### src/rtl/if_id_stage.sv
// if_id_stage: IF/ID pipeline register plus instruction-side redirect control.
//
// The fetch PC register cannot be stalled. An ID stall is therefore turned into a
// redirect back to the PC that fetch just produced, and the stage replays it. A MEM
// branch redirect takes priority over any stall and flushes the instruction in ID.
//
// Ports:
//   i_clk, i_reset               clock, synchronous active-high reset
//   i_if_pc_next, i_if_instruction  fetch outputs (fetched PC + 4, instruction word)
//   i_mem_branch_taken/_target   branch resolved taken in MEM and its target
//   i_id_stall                   hazard unit requests that ID hold
//   o_fetch_pc_branch/_source    redirect address and select back to fetch
//   o_id_valid, o_id_pc_next, o_id_instruction  ID registers
//   o_id_opcode/rs/rt/rd/funct, o_id_imm_sext, o_id_branch_target  decoded fields
//
// Optional feature, macro IF_ID_PERF_CNT_EN: adds parameter CNT_WIDTH and the
// saturating outputs o_flush_count (branch cycles) and o_stall_count (stall cycles
// without a branch).
module if_id_stage #(
    parameter logic [31:0] NOP_INSTR = 32'h0000_0000
`ifdef IF_ID_PERF_CNT_EN
    , parameter int unsigned CNT_WIDTH = 16
`endif
) (
    input  logic        i_clk,
    input  logic        i_reset,
    input  logic [31:0] i_if_pc_next,
    input  logic [31:0] i_if_instruction,
    input  logic        i_mem_branch_taken,
    input  logic [31:0] i_mem_branch_target,
    input  logic        i_id_stall,
    output logic [31:0] o_fetch_pc_branch,
    output logic        o_fetch_pc_source,
    output logic        o_id_valid,
    output logic [31:0] o_id_pc_next,
    output logic [31:0] o_id_instruction,
    output logic [5:0]  o_id_opcode,
    output logic [4:0]  o_id_rs,
    output logic [4:0]  o_id_rt,
    output logic [4:0]  o_id_rd,
    output logic [5:0]  o_id_funct,
    output logic [31:0] o_id_imm_sext,
    output logic [31:0] o_id_branch_target
`ifdef IF_ID_PERF_CNT_EN
    ,
    output logic [CNT_WIDTH-1:0] o_flush_count,
    output logic [CNT_WIDTH-1:0] o_stall_count
`endif
);

    typedef enum logic {S_RUN, S_STALL} state_t;

    state_t      r_state;
    state_t      w_next_state;
    logic [31:0] r_replay_pc;
    logic        r_id_valid;
    logic [31:0] r_id_pc_next;
    logic [31:0] r_id_instr;

    logic [31:0] w_fetched_pc;
    logic        w_load;
    logic        w_flush;
    logic        w_replay_load;

    // PC of the instruction fetch is presenting this cycle.
    assign w_fetched_pc = i_if_pc_next - 32'd4;

    always_comb begin
        w_next_state      = r_state;
        w_load            = 1'b0;
        w_flush           = 1'b0;
        w_replay_load     = 1'b0;
        o_fetch_pc_source = 1'b0;
        o_fetch_pc_branch = 32'd0;
        if (i_reset) begin
            w_next_state = S_RUN;
        end else if (i_mem_branch_taken) begin
            o_fetch_pc_source = 1'b1;
            o_fetch_pc_branch = i_mem_branch_target;
            w_flush           = 1'b1;
            w_next_state      = S_RUN;
        end else if (i_id_stall) begin
            o_fetch_pc_source = 1'b1;
            w_next_state      = S_STALL;
            if (r_state == S_RUN) begin
                // First stall cycle: latch the PC that must be refetched.
                o_fetch_pc_branch = w_fetched_pc;
                w_replay_load     = 1'b1;
            end else begin
                // Fetch has moved past the replay PC again; keep pointing it back.
                o_fetch_pc_branch = r_replay_pc;
            end
        end else begin
            // In STALL this is the replayed instruction; load is identical.
            w_load       = 1'b1;
            w_next_state = S_RUN;
        end
    end

    always_ff @(posedge i_clk) begin
        if (i_reset) begin
            r_state      <= S_RUN;
            r_replay_pc  <= 32'd0;
            r_id_valid   <= 1'b0;
            r_id_pc_next <= 32'd0;
            r_id_instr   <= NOP_INSTR;
        end else begin
            r_state <= w_next_state;
            if (w_replay_load) r_replay_pc <= w_fetched_pc;
            if (w_flush) begin
                r_id_valid   <= 1'b0;
                r_id_pc_next <= 32'd0;
                r_id_instr   <= NOP_INSTR;
            end else if (w_load) begin
                r_id_valid   <= 1'b1;
                r_id_pc_next <= i_if_pc_next;
                r_id_instr   <= i_if_instruction;
            end
        end
    end

    assign o_id_valid         = r_id_valid;
    assign o_id_pc_next       = r_id_pc_next;
    assign o_id_instruction   = r_id_instr;
    assign o_id_opcode        = r_id_instr[31:26];
    assign o_id_rs            = r_id_instr[25:21];
    assign o_id_rt            = r_id_instr[20:16];
    assign o_id_rd            = r_id_instr[15:11];
    assign o_id_funct         = r_id_instr[5:0];
    assign o_id_imm_sext      = {{16{r_id_instr[15]}}, r_id_instr[15:0]};
    assign o_id_branch_target = r_id_pc_next + {o_id_imm_sext[29:0], 2'b00};

`ifdef IF_ID_PERF_CNT_EN
    logic [CNT_WIDTH-1:0] r_flush_cnt;
    logic [CNT_WIDTH-1:0] r_stall_cnt;

    always_ff @(posedge i_clk) begin
        if (i_reset) begin
            r_flush_cnt <= '0;
            r_stall_cnt <= '0;
        end else begin
            if (i_mem_branch_taken && (r_flush_cnt != '1))
                r_flush_cnt <= r_flush_cnt + 1'b1;
            if (i_id_stall && !i_mem_branch_taken && (r_stall_cnt != '1))
                r_stall_cnt <= r_stall_cnt + 1'b1;
        end
    end

    assign o_flush_count = r_flush_cnt;
    assign o_stall_count = r_stall_cnt;
`else
    // Performance counters not built.
`endif

endmodule
### config.mk
export PLATFORM = sky130hd
export DESIGN_NAME = if_id_stage
export DESIGN_NICKNAME = d
export VERILOG_FILES = /design/src/rtl/if_id_stage.sv
export SDC_FILE = /design/constraint.sdc
export NUM_CORES = 1
export LEC_CHECK = 0
export ABC_AREA = 1
export CORE_MARGIN = 1.5
export CORE_UTILIZATION = 55
export DETAILED_ROUTE_END_ITERATION = 16
export DONT_BUFFER_PORTS = 1
export PLACE_DENSITY = 0.69
export SKIP_LAST_GASP = 1
export SLEW_MARGIN = 20
export SYNTH_ARGS = -nofsm -noshare
export SYNTH_HDL_FRONTEND = slang
export SYNTH_SLANG_ARGS = --single-unit
### constraint.sdc
create_clock -name i_clk -period 3.2 [get_ports i_clk]
set_clock_uncertainty 0.15 [all_clocks]
set_input_delay 0.96 -clock i_clk [delete_from_list [all_inputs] [get_ports i_clk]]
set_output_delay 0.96 -clock i_clk [all_outputs]
set_load 0.02 [all_outputs]
==> results.txt, run 1 <==
Hold Crit Depth -> 2
CP most frequent cell -> a21oi_1
DP HPWL -> 17.7 mm
Top FF cell, synth -> dfxtp_1
setup slack after layout -> -0.106 ns
Routed WL -> 25.6 mm
worst slew pin tran -> 0.822 ns
clock-pin slew on the worst setup and hold paths -> 0.08 ns
cells after synthesis -> 1177
largest net degree at the start of global routing -> 81
Critical Path Source -> o_id_instruction[15]
Pleak -> 4.45 nW
Die Footprint -> 14200 µm²
sequential area share after synthesis -> 26.4%
mux cell area share after synthesis -> 0%
hold_sp -> r_replay_pc[3]
syn nets -> 1308
Slew Limit Fails -> 0
fin crit share -> 103%
average size of a mapped cell -> 6.32 µm²
clock sinks -> 98
initial antenna violation count -> 0
Crit path largest cell delay -> 0.47 ns
pwr dens -> 335 nW/µm²
Max clock buf depth -> 2
Root Buffer -> clkbuf_16
RSZ-0062 raised after global routing -> yes
Synth Register Bits -> 98
share of layout cells above drive strength 1 -> 34.4%
async set or reset register ratio after synthesis -> 0%
CTS tree -> yes
Req. time, crit path -> 2.09 ns
core box area -> 13200 µm²
DR pass1 iterations -> 6
CP max FO -> 8
ANT cells -> 0
Fin Setup TNS -> -1.32 ns
Unique masters post-synth -> 38
Area growth syn-to-layout -> 30.3%
slowest CP cell -> dfxtp_4
setup slack, reg-to-reg -> 0.99 ns
Rows -> 42
fraction of the mapped netlist area in adder cells -> 5.32%
DR vias/cell -> 5.71
worst r2r dst -> r_replay_pc[17]
Syn. warnings -> 0
# hold bufs at CTS -> 0
Arr. time, crit path -> 2.20 ns
Placed Cells -> 1364
nets -> 1357
H-tree depth -> 3
die width -> 119 µm
number of flops mapped to enable cells by yosys -> 0
Post-Route Utilization -> 73.1%
CP Class -> reg -> out
Setup-failing EPs final -> 32
first-pass GRT wire length -> 36.9 mm
critical path startpoint category -> flip-flop
Worst-Skew Late Latency -> 0.35 ns
failing checks -> setup timing
hold endpoint -> r_replay_pc[3]
Register-to-Register Path Depth -> 7
Synth Area in Compound Gates -> 18.7%
Hold Fails Final Rpt -> 0
Initial Util -> 56.2%
RR Startpoint -> r_state
buffers and inverters on the worst path -> 1
largest family of logic cells by synthesized area -> simple AND/OR/NAND/NOR gates
Slew headroom -> 45.2%
Total GRT Usage -> 32.7%
Port Buffer Count -> 0
Chip Height -> 119 µm
synthesized cell area -> 7440 µm²
IR drop worst, VDD -> 0.000239 V
DRT iter0 DRCs -> 710
ANT nets after route -> 0
Congestion Overflow GR -> 0
wire length per cell -> 18.2 µm
Via Count -> 8041
CP endpoint kind -> output port
Post-Layout Cell Count -> 1407
Remaining DRCs -> 0
crit path cell chain -> buf_12, ha_4, a21oi_1, o21a_1, nand2_1, a21oi_1, nand3_1, nand2_2
crit path time final -> 3.31 ns
Post-Synth XOR/XNOR Area -> 3.89%
number of global-route vias before repair -> 7159
simple-gate share of the synthesized area -> 30.3%
Hold Slack -> 0.331 ns
Top Ports -> 289
Max Clock Freq -> 302 MHz
Num CTS Buffers -> 9
MaxCap Viol Count -> 0
routability cong. -> 0.951
Top delay family on crit path -> compound AO/OA/AOI/OAI gates
status -> complete, but fails checks
hold crit path type -> reg -> reg
==> per-stage QoR <==
stage / cell area, µm² / setup WS [ns] / power (mW)
detailed placement: 7910 / -0.127 / 2.01
finish: 9690 / -0.106 / 3.24
global route: 9690 / -0.207 / 3.37
global placement: 7910 / -0.153 / 2.00
CTS: 8750 / -0.0353 / 3.16
floorplan: 7460 / 0.0163 / 1.86
==> worst min-delay path: stages, from the launching register on <==
cell     delay [ns]
dfxtp_1        0.32
o21ai_0        0.08
inv_1          0.05
==> worst max-delay path by stage <==
stage	to	slack (ns)	cells past startpoint
2_1_floorplan	o_fetch_pc_branch[8]	0.02	7
3_5_place_dp	o_fetch_pc_branch[15]	-0.13	9
5_1_grt	o_id_branch_target[29]	-0.21	9
3_3_place_gp	o_fetch_pc_branch[31]	-0.15	9
6_report	o_id_branch_target[30]	-0.11	8
4_1_cts	o_fetch_pc_branch[28]	-0.04	9
==> synth_stat cells (all sizes together), types with 8 or more instances <==
library cell  count  share of area (%)
nand2           255                 13
nor2            193                 11
inv             126                6.5
a21oi           123                8.5
dfxtp            98                 26
o21ai            96                6.5
buf              74                7.4
nand3            60                4.1
xor2             32                3.8
clkbuf           30                1.5
ha               30                5.0
a211oi           13                1.3
o211ai           12                1.2
nand4            10               0.84
o21bai            8               0.81
==> layer usage <==
| metal | share of wire, % | up-vias | global-route usage [%] |
|---|---|---|---|
| li1 | - | 3823 | - |
| met1 | 40 | 3765 | 42.8 |
| met2 | 48 | 387 | 53.5 |
| met3 | 8.4 | 66 | 7.18 |
| met4 | 3.2 | 0 | 10.7 |
| met5 | 0 | - | 0 |
==> cells in the final DEF, fill, tap and decap left out, drive strengths merged, types with 9 or more instances in the layout <==
| master | n |
|---|---|
| a211oi | 13 |
| a21oi | 123 |
| buf | 142 |
| clkbuf | 9 |
| dfxtp | 98 |
| ha | 30 |
| inv | 128 |
| nand2 | 255 |
| nand3 | 60 |
| nand4 | 10 |
| nor2 | 193 |
| o211ai | 12 |
| o21ai | 96 |
| xor2 | 32 |
==> sequential cells by signal (all words and copies together), names as in the netlist <==
name,cells
o_id_instruction,32
o_id_pc_next,32
o_id_valid,1
r_replay_pc,32
r_state,1
==> repair_timing <==
action | CTS | global route
pin swaps | 42 | 73
endpoints found under the setup margin | 45 | 50
buffers inserted | 12 | 15
gates resized for setup | 114 | 195
hold endpoints to repair | 0 | 0
==> cell families (layout without fill, tap and decap cells) <==
| logic type | count (synthesis) | count (layout) |
|---|---|---|
| and+or+nand+nor | 529 | 529 |
| AOI/OAI and AO/OA | 256 | 256 |
| buffers and inverters | 230 | 284 |
| DFF | 98 | 98 |
| xor gates and xnor gates | 33 | 33 |
| adders and majority gates | 31 | 31 |
==> cell type report <==
class | instances | area [µm²]
clock buffer | 9 | 225
multi-input combinational | 849 | 5550
inverter | 126 | 492
fill | 1077 | 3560
clock inverter | 7 | 78.8
sequential | 98 | 1980
timing repair buffer | 142 | 1140
tap | 176 | 220
==> power breakdown <==
| group | internal, mW | switching, mW | leakage [nW] | total, mW |
|---|---|---|---|---|
| logic | 0.298 | 0.488 | 3.50 | 0.786 |
| registers | 1.27 | 0.0707 | 0.806 | 1.34 |
| clock network | 0.555 | 0.557 | 0.148 | 1.11 |
| total | 2.13 | 1.12 | 4.45 | 3.24 |
No activity file was read; power rests on OpenSTA's default activity.
==> run 2: changes to the inputs <==
--- a/config.mk
+++ b/config.mk
@@ -6,11 +6,11 @@
 export NUM_CORES = 1
 export LEC_CHECK = 0
 export ABC_AREA = 1
+export CAP_MARGIN = 15
 export CORE_MARGIN = 1.5
-export CORE_UTILIZATION = 55
+export CORE_UTILIZATION = 41
 export DETAILED_ROUTE_END_ITERATION = 16
-export DONT_BUFFER_PORTS = 1
-export PLACE_DENSITY = 0.69
+export PLACE_DENSITY = 0.75
 export SKIP_LAST_GASP = 1
 export SLEW_MARGIN = 20
 export SYNTH_ARGS = -nofsm -noshare
==> results.txt, run 2 (synthesis results as in run 1) <==
number of global-route vias before repair -> 9156 (was 7159)
Max Clock Freq -> 284 MHz (was 302 MHz)
first-pass GRT wire length -> 47.8 mm (was 36.9 mm)
IR drop worst, VDD -> 0.000257 V (was 0.000239 V)
Chip Height -> 138 µm (was 119 µm)
Die Footprint -> 19000 µm² (was 14200 µm²)
Num CTS Buffers -> 9 (unchanged)
DP HPWL -> 22.6 mm (was 17.7 mm)
Routed WL -> 34.6 mm (was 25.6 mm)
Slew Limit Fails -> 0 (unchanged)
Area growth syn-to-layout -> 89.2% (was 30.3%)
setup slack after layout -> -0.320 ns (was -0.106 ns)
nets -> 1782 (was 1357)
Top Ports -> 289 (unchanged)
Root Buffer -> clkbuf_16 (unchanged)
CTS tree -> yes (unchanged)
final instance area -> 14100 µm² (was 9690 µm²)
Max clock buf depth -> 2 (unchanged)
critical path startpoint category -> input pin (was flip-flop)
hold crit path type -> reg -> reg (unchanged)
share of layout cells above drive strength 1 -> 42.7% (was 34.4%)
fillers -> 1199 (was 1077)
Setup-failing EPs final -> 42 (was 32)
Remaining DRCs -> 0 (unchanged)
Clock power frac -> 29.8% (was 34.3%)
# hold bufs at CTS -> 0 (unchanged)
Total GRT Usage -> 33.0% (was 32.7%)
CP endpoint kind -> output port (unchanged)
wire length per cell -> 18.3 µm (was 18.2 µm)
status -> complete, but fails checks (unchanged)
ANT nets after route -> 0 (unchanged)
Hold Fails Final Rpt -> 0 (unchanged)
combinational share of power -> 35.6% (was 24.2%)
Pleak -> 6.49 nW (was 4.45 nW)
Worst-Skew Late Latency -> 0.35 ns (about the same)
largest net degree at the start of global routing -> 81 (unchanged)
initial antenna violation count -> 0 (unchanged)
total net switching power -> 1.28 mW (was 1.12 mW)
ANT cells -> 0 (unchanged)
CP most frequent cell -> nor2_4 (was a21oi_1)
Hold Slack -> 0.324 ns (was 0.331 ns)
crit path time final -> 3.52 ns (was 3.31 ns)
commonest non-fill, non-tap cells in the layout -> 280 x buf_4, 194 x clkdlybuf4s50_1, 168 x nand2_1, 122 x nor2_1, 107 x inv_1 (was 181 x nand2_1, 133 x nor2_1, 129 x buf_4, 112 x inv_1, 94 x a21oi_1)
routability cong. -> 0.936 (was 0.951)
RSZ-0062 raised after global routing -> yes (unchanged)
Arr. time, crit path -> 2.41 ns (was 2.20 ns)
MaxCap Viol Count -> 0 (unchanged)
crit path cell chain -> buf_8, nor2_4, nand2_4, buf_6, nor2_4, buf_12, nand4_1, nand3_1, nand2_2, a21oi_2, buf_4 (was buf_12, ha_4, a21oi_1, o21a_1, nand2_1, a21oi_1, nand3_1, nand2_2)
H-tree depth -> 3 (unchanged)
slowest CP cell -> nor2_4 (was dfxtp_4)
Via Count -> 10148 (was 8041)
clock sinks -> 98 (unchanged)
Rows -> 49 (was 42)
CP max FO -> 3 (was 8)
CP Class -> in -> out (was reg -> out)
clock-pin slew on the worst setup and hold paths -> 0.07 ns (was 0.08 ns)
DR vias/cell -> 5.38 (was 5.71)
failing checks -> setup timing (unchanged)
Power, Total -> 3.81 mW (was 3.24 mW)
Placed Cells -> 1789 (was 1364)
Congestion Overflow GR -> 0 (unchanged)
most common cell after layout, fill and taps aside -> buf_4 (was nand2_1)
core box area -> 17900 µm² (was 13200 µm²)
Initial Util -> 41.5% (was 56.2%)
pwr dens -> 271 nW/µm² (was 335 nW/µm²)
Crit path largest cell delay -> 0.17 ns (was 0.47 ns)
sequential power share -> 34.6% (was 41.4%)
Req. time, crit path -> 2.09 ns (about the same)
Cell Area, Placed -> 11500 µm² (was 7910 µm²)
DRT iter0 DRCs -> 840 (was 710)
Slew headroom -> 44.7% (was 45.2%)
Internal -> 2.53 mW (was 2.13 mW)
die width -> 138 µm (was 119 µm)
Post-Layout Cell Count -> 1885 (was 1407)
DR pass1 iterations -> 6 (unchanged)
worst slew pin tran -> 0.829 ns (was 0.822 ns)
sw frac -> 33.5% (was 34.4%)
fin crit share -> 110% (was 103%)
Port Buffer Count -> 288 (was 0)
worst slack at placement -> -1.19 ns (was -0.127 ns)
==> run 2: path summary, 6_finish.rpt <==
kind	to	depth (start not counted)	startpoint	slack (ns)
setup reg to reg	r_replay_pc[29]	15	r_state	0.62
hold reg to reg	o_id_instruction[20]	2	o_id_instruction[20]	0.32
hold / removal	o_id_instruction[20]	2	o_id_instruction[20]	0.32
setup / recovery	o_fetch_pc_branch[19]	11	i_if_pc_next[11]	-0.32
==> run 2: routing by layer <==
layer  GRT usage [%]  wire length (µm)  up-vias
met5               0                 0        -
li1                -                 -     4676
met2            57.9             17000      621
met4            12.7              1600        0
met1            40.6             13200     4697
met3            4.86              2840      154
==> run 2: what timing repair did <==
item / 4_1_cts / 5_1_grt
endpoints found under the setup margin: 61 / 60
setup buffers: 65 / 19
pin swaps: 132 / 133
resized for setup: 686 / 213
==> run 2: cell type report <==
class | instances | area (µm²) | share of cell area (%)
Multi-Input combinational cell | 849 | 5940 | 42.3
Timing Repair Buffer | 567 | 5070 | 36.0
Sequential cell | 98 | 1980 | 14.1
Inverter | 126 | 494 | 3.51
Tap cell | 229 | 287 | 2.04
Clock buffer | 11 | 233 | 1.65
Clock inverter | 5 | 62.6 | 0.445
==> run 2: critical path, delay by kind of cell <==
family	cells	cell delay, ns
simple gates	6	0.81
buf+inv	4	0.52
compound gates	1	0.12
==> run 2: power groups by stage <==
stage	logic, mW	clock network (mW)	registers (mW)
after floorplan	0.486	0	1.38
after CTS	1.23	1.15	1.31
after global placement	1.12	0	1.33
final	1.36	1.14	1.32
after detailed placement	1.12	0	1.34
after global routing	1.43	1.20	1.32
==> run 2: through the flow <==
step,setup TNS [ns],utilization [%]
floorplan,0,-
global placement,-37.95,64.2
detailed placement,-38.05,64.2
CTS,-4.39,73.7
global route,-10.64,78.6
finish,-7.61,78.6
==> run 3: changes to the inputs <==
--- a/config.mk
+++ b/config.mk
@@ -8,9 +8,10 @@
 export ABC_AREA = 1
 export CAP_MARGIN = 15
 export CORE_MARGIN = 1.5
-export CORE_UTILIZATION = 41
+export CORE_UTILIZATION = 45
+export CTS_CLUSTER_SIZE = 8
 export DETAILED_ROUTE_END_ITERATION = 16
-export PLACE_DENSITY = 0.75
+export PLACE_DENSITY = 0.78
 export SKIP_LAST_GASP = 1
 export SLEW_MARGIN = 20
 export SYNTH_ARGS = -nofsm -noshare
==> constraint.sdc (replaced) <==
create_clock -name i_clk -period 3.8 [get_ports i_clk]
set_clock_uncertainty 0.15 [all_clocks]
set_input_delay 1.14 -clock i_clk [delete_from_list [all_inputs] [get_ports i_clk]]
set_output_delay 1.14 -clock i_clk [all_outputs]
set_load 0.02 [all_outputs]
==> results.txt, run 3 (synthesis results as in run 1) <==
status -> complete, but fails checks (unchanged)
failing checks -> setup timing (unchanged)
Root Buffer -> clkbuf_16 (unchanged)
Fin Setup TNS -> -0.274 ns (was -7.61 ns)
Worst-Skew Late Latency -> 0.36 ns (was 0.35 ns)
Max Clock Freq -> 254 MHz
DR vias/cell -> 5.30 (was 5.38)
Hold Fails Final Rpt -> 0 (unchanged)
Via Count -> 9163 (was 10148)
number of global-route vias before repair -> 8458 (was 9156)
# hold bufs at CTS -> 0 (unchanged)
DR pass1 iterations -> 6 (unchanged)
CP Class -> in -> out (unchanged)
fin crit share -> 104%
most common cell after layout, fill and taps aside -> nand2_1 (was buf_4)
IR drop worst, VDD -> 0.000240 V (was 0.000257 V)
Top Ports -> 289 (unchanged)
hold crit path type -> reg -> reg (unchanged)
clock-pin slew on the worst setup and hold paths -> 0.08 ns (was 0.07 ns)
pwr dens -> 255 nW/µm² (was 271 nW/µm²)
Rows -> 46 (was 49)
clock sinks -> 98 (unchanged)
nets -> 1637 (was 1782)
Chip Height -> 132 µm (was 138 µm)
commonest non-fill, non-tap cells in the layout -> 226 x nand2_1, 200 x clkdlybuf4s50_1, 141 x buf_4, 136 x nor2_1, 112 x inv_1 (was 280 x buf_4, 194 x clkdlybuf4s50_1, 168 x nand2_1, 122 x nor2_1, 107 x inv_1)
Max clock buf depth -> 2 (unchanged)
Remaining DRCs -> 0 (unchanged)
Die Footprint -> 17300 µm² (was 19000 µm²)
area occupied by multi-input gates -> 4910 µm² (was 5940 µm²)
fillers -> 1359 (was 1199)
Req. time, crit path -> 2.51 ns (was 2.09 ns)
die width -> 132 µm (was 138 µm)
Setup-failing EPs final -> 5 (was 42)
first-pass GRT wire length -> 43.9 mm (was 47.8 mm)
routability cong. -> 0.940 (was 0.936)
MaxCap Viol Count -> 0 (unchanged)
DRT iter0 DRCs -> 677 (was 840)
Register Area -> 1960 µm² (was 1980 µm²)
CP endpoint kind -> output port (unchanged)
largest net degree at the start of global routing -> 80 (was 81)
CTS tree -> yes (unchanged)
Congestion Overflow GR -> 0 (unchanged)
setup slack after layout -> -0.144 ns (was -0.320 ns)
CP max FO -> 3 (unchanged)
ANT nets after route -> 0 (unchanged)
wire length per cell -> 17.1 µm (was 18.3 µm)
DP HPWL -> 21.8 mm (was 22.6 mm)
Slew headroom -> 43.7% (was 44.7%)
RSZ-0062 raised after global routing -> yes (unchanged)
Routed WL -> 29.6 mm (was 34.6 mm)
Slew Limit Fails -> 0 (unchanged)
critical path startpoint category -> input pin (unchanged)
H-tree depth -> 3 (unchanged)
initial antenna violation count -> 1 (was 0)
core box area -> 16000 µm² (was 17900 µm²)
worst slew pin tran -> 0.844 ns (was 0.829 ns)
Area growth syn-to-layout -> 57.0% (was 89.2%)
Total GRT Usage -> 31.7% (was 33.0%)
Initial Util -> 46.5% (was 41.5%)
Port Buffer Count -> 288 (unchanged)
Cell Area, Placed -> 10900 µm² (was 11500 µm²)
Num CTS Buffers -> 9 (unchanged)
final instance area -> 11700 µm² (was 14100 µm²)
share of layout cells above drive strength 1 -> 24.7% (was 42.7%)
Pleak -> 5.51 nW (was 6.49 nW)
Arr. time, crit path -> 2.65 ns (was 2.41 ns)
crit path time final -> 3.94 ns
-- run 3: stage by stage --
stage               utilization (%)  hold WS, ns  cells  setup WS (ns)  power, mW
floorplan                         -        0.287   1177        0.00669       1.57
global placement               67.9        0.307   1697         -0.882       2.01
detailed placement             67.9        0.311   1697         -0.907       2.02
CTS                            71.2        0.332   1720        -0.0455       2.94
global route                   73.0        0.357   1728         -0.156       3.09
finish                         73.0        0.330   1728         -0.144       2.98
-- run 3: where the power goes --
| part | internal (mW) | total [mW] | switching, mW |
|---|---|---|---|
| logic | 0.415 | 0.940 | 0.526 |
| clock network | 0.463 | 0.935 | 0.472 |
| registers | 1.07 | 1.11 | 0.0335 |
| total | 1.95 | 2.98 | 1.03 |
-- run 3: metal layers --
layer  vias to the layer above  GRT usage (%)  routed length, µm
met1                      4180           40.5              12400
met4                         0           13.1               1180
met5                         -              0                  0
met2                       487           53.1              13800
li1                       4402              -                  -
met3                        94           5.32               2150
-- run 3: worst paths after layout --
check,endpoint,depth (start not counted),startpoint,slack (ns)
setup / recovery,o_fetch_pc_branch[13],11,i_if_pc_next[3],-0.14
hold / removal,o_id_instruction[22],2,o_id_instruction[22],0.33
setup reg to reg,r_replay_pc[17],7,r_state,1.87
hold reg to reg,o_id_instruction[22],2,o_id_instruction[22],0.33
-- run 3: worst max-delay path: stages --
cell and delay (ns):
buf_8 0.10, buf_6 0.11, nor2_4 0.17, nand2_8 0.08
buf_6 0.14, inv_4 0.06, nand2_2 0.09, xor2_2 0.27
o21bai_1 0.15, a21oi_1 0.17, buf_4 0.16
-- run 3: final cells by class --
cell class / count / share of cell area, %
Antenna cell: 1 / 0.0214
Clock buffer: 9 / 1.93
Clock inverter: 7 / 0.589
Inverter: 126 / 4.18
Multi-Input combinational cell: 849 / 42.1
Sequential cell: 98 / 16.8
Tap cell: 216 / 2.32
Timing Repair Buffer: 422 / 32.1
-- run 3: what timing repair did --
item                                    CTS  global route
buffers inserted                          7             7
gates cloned                              0             0
resized for setup                       322           166
endpoints found under the setup margin   56            49
pin swaps                                57            60
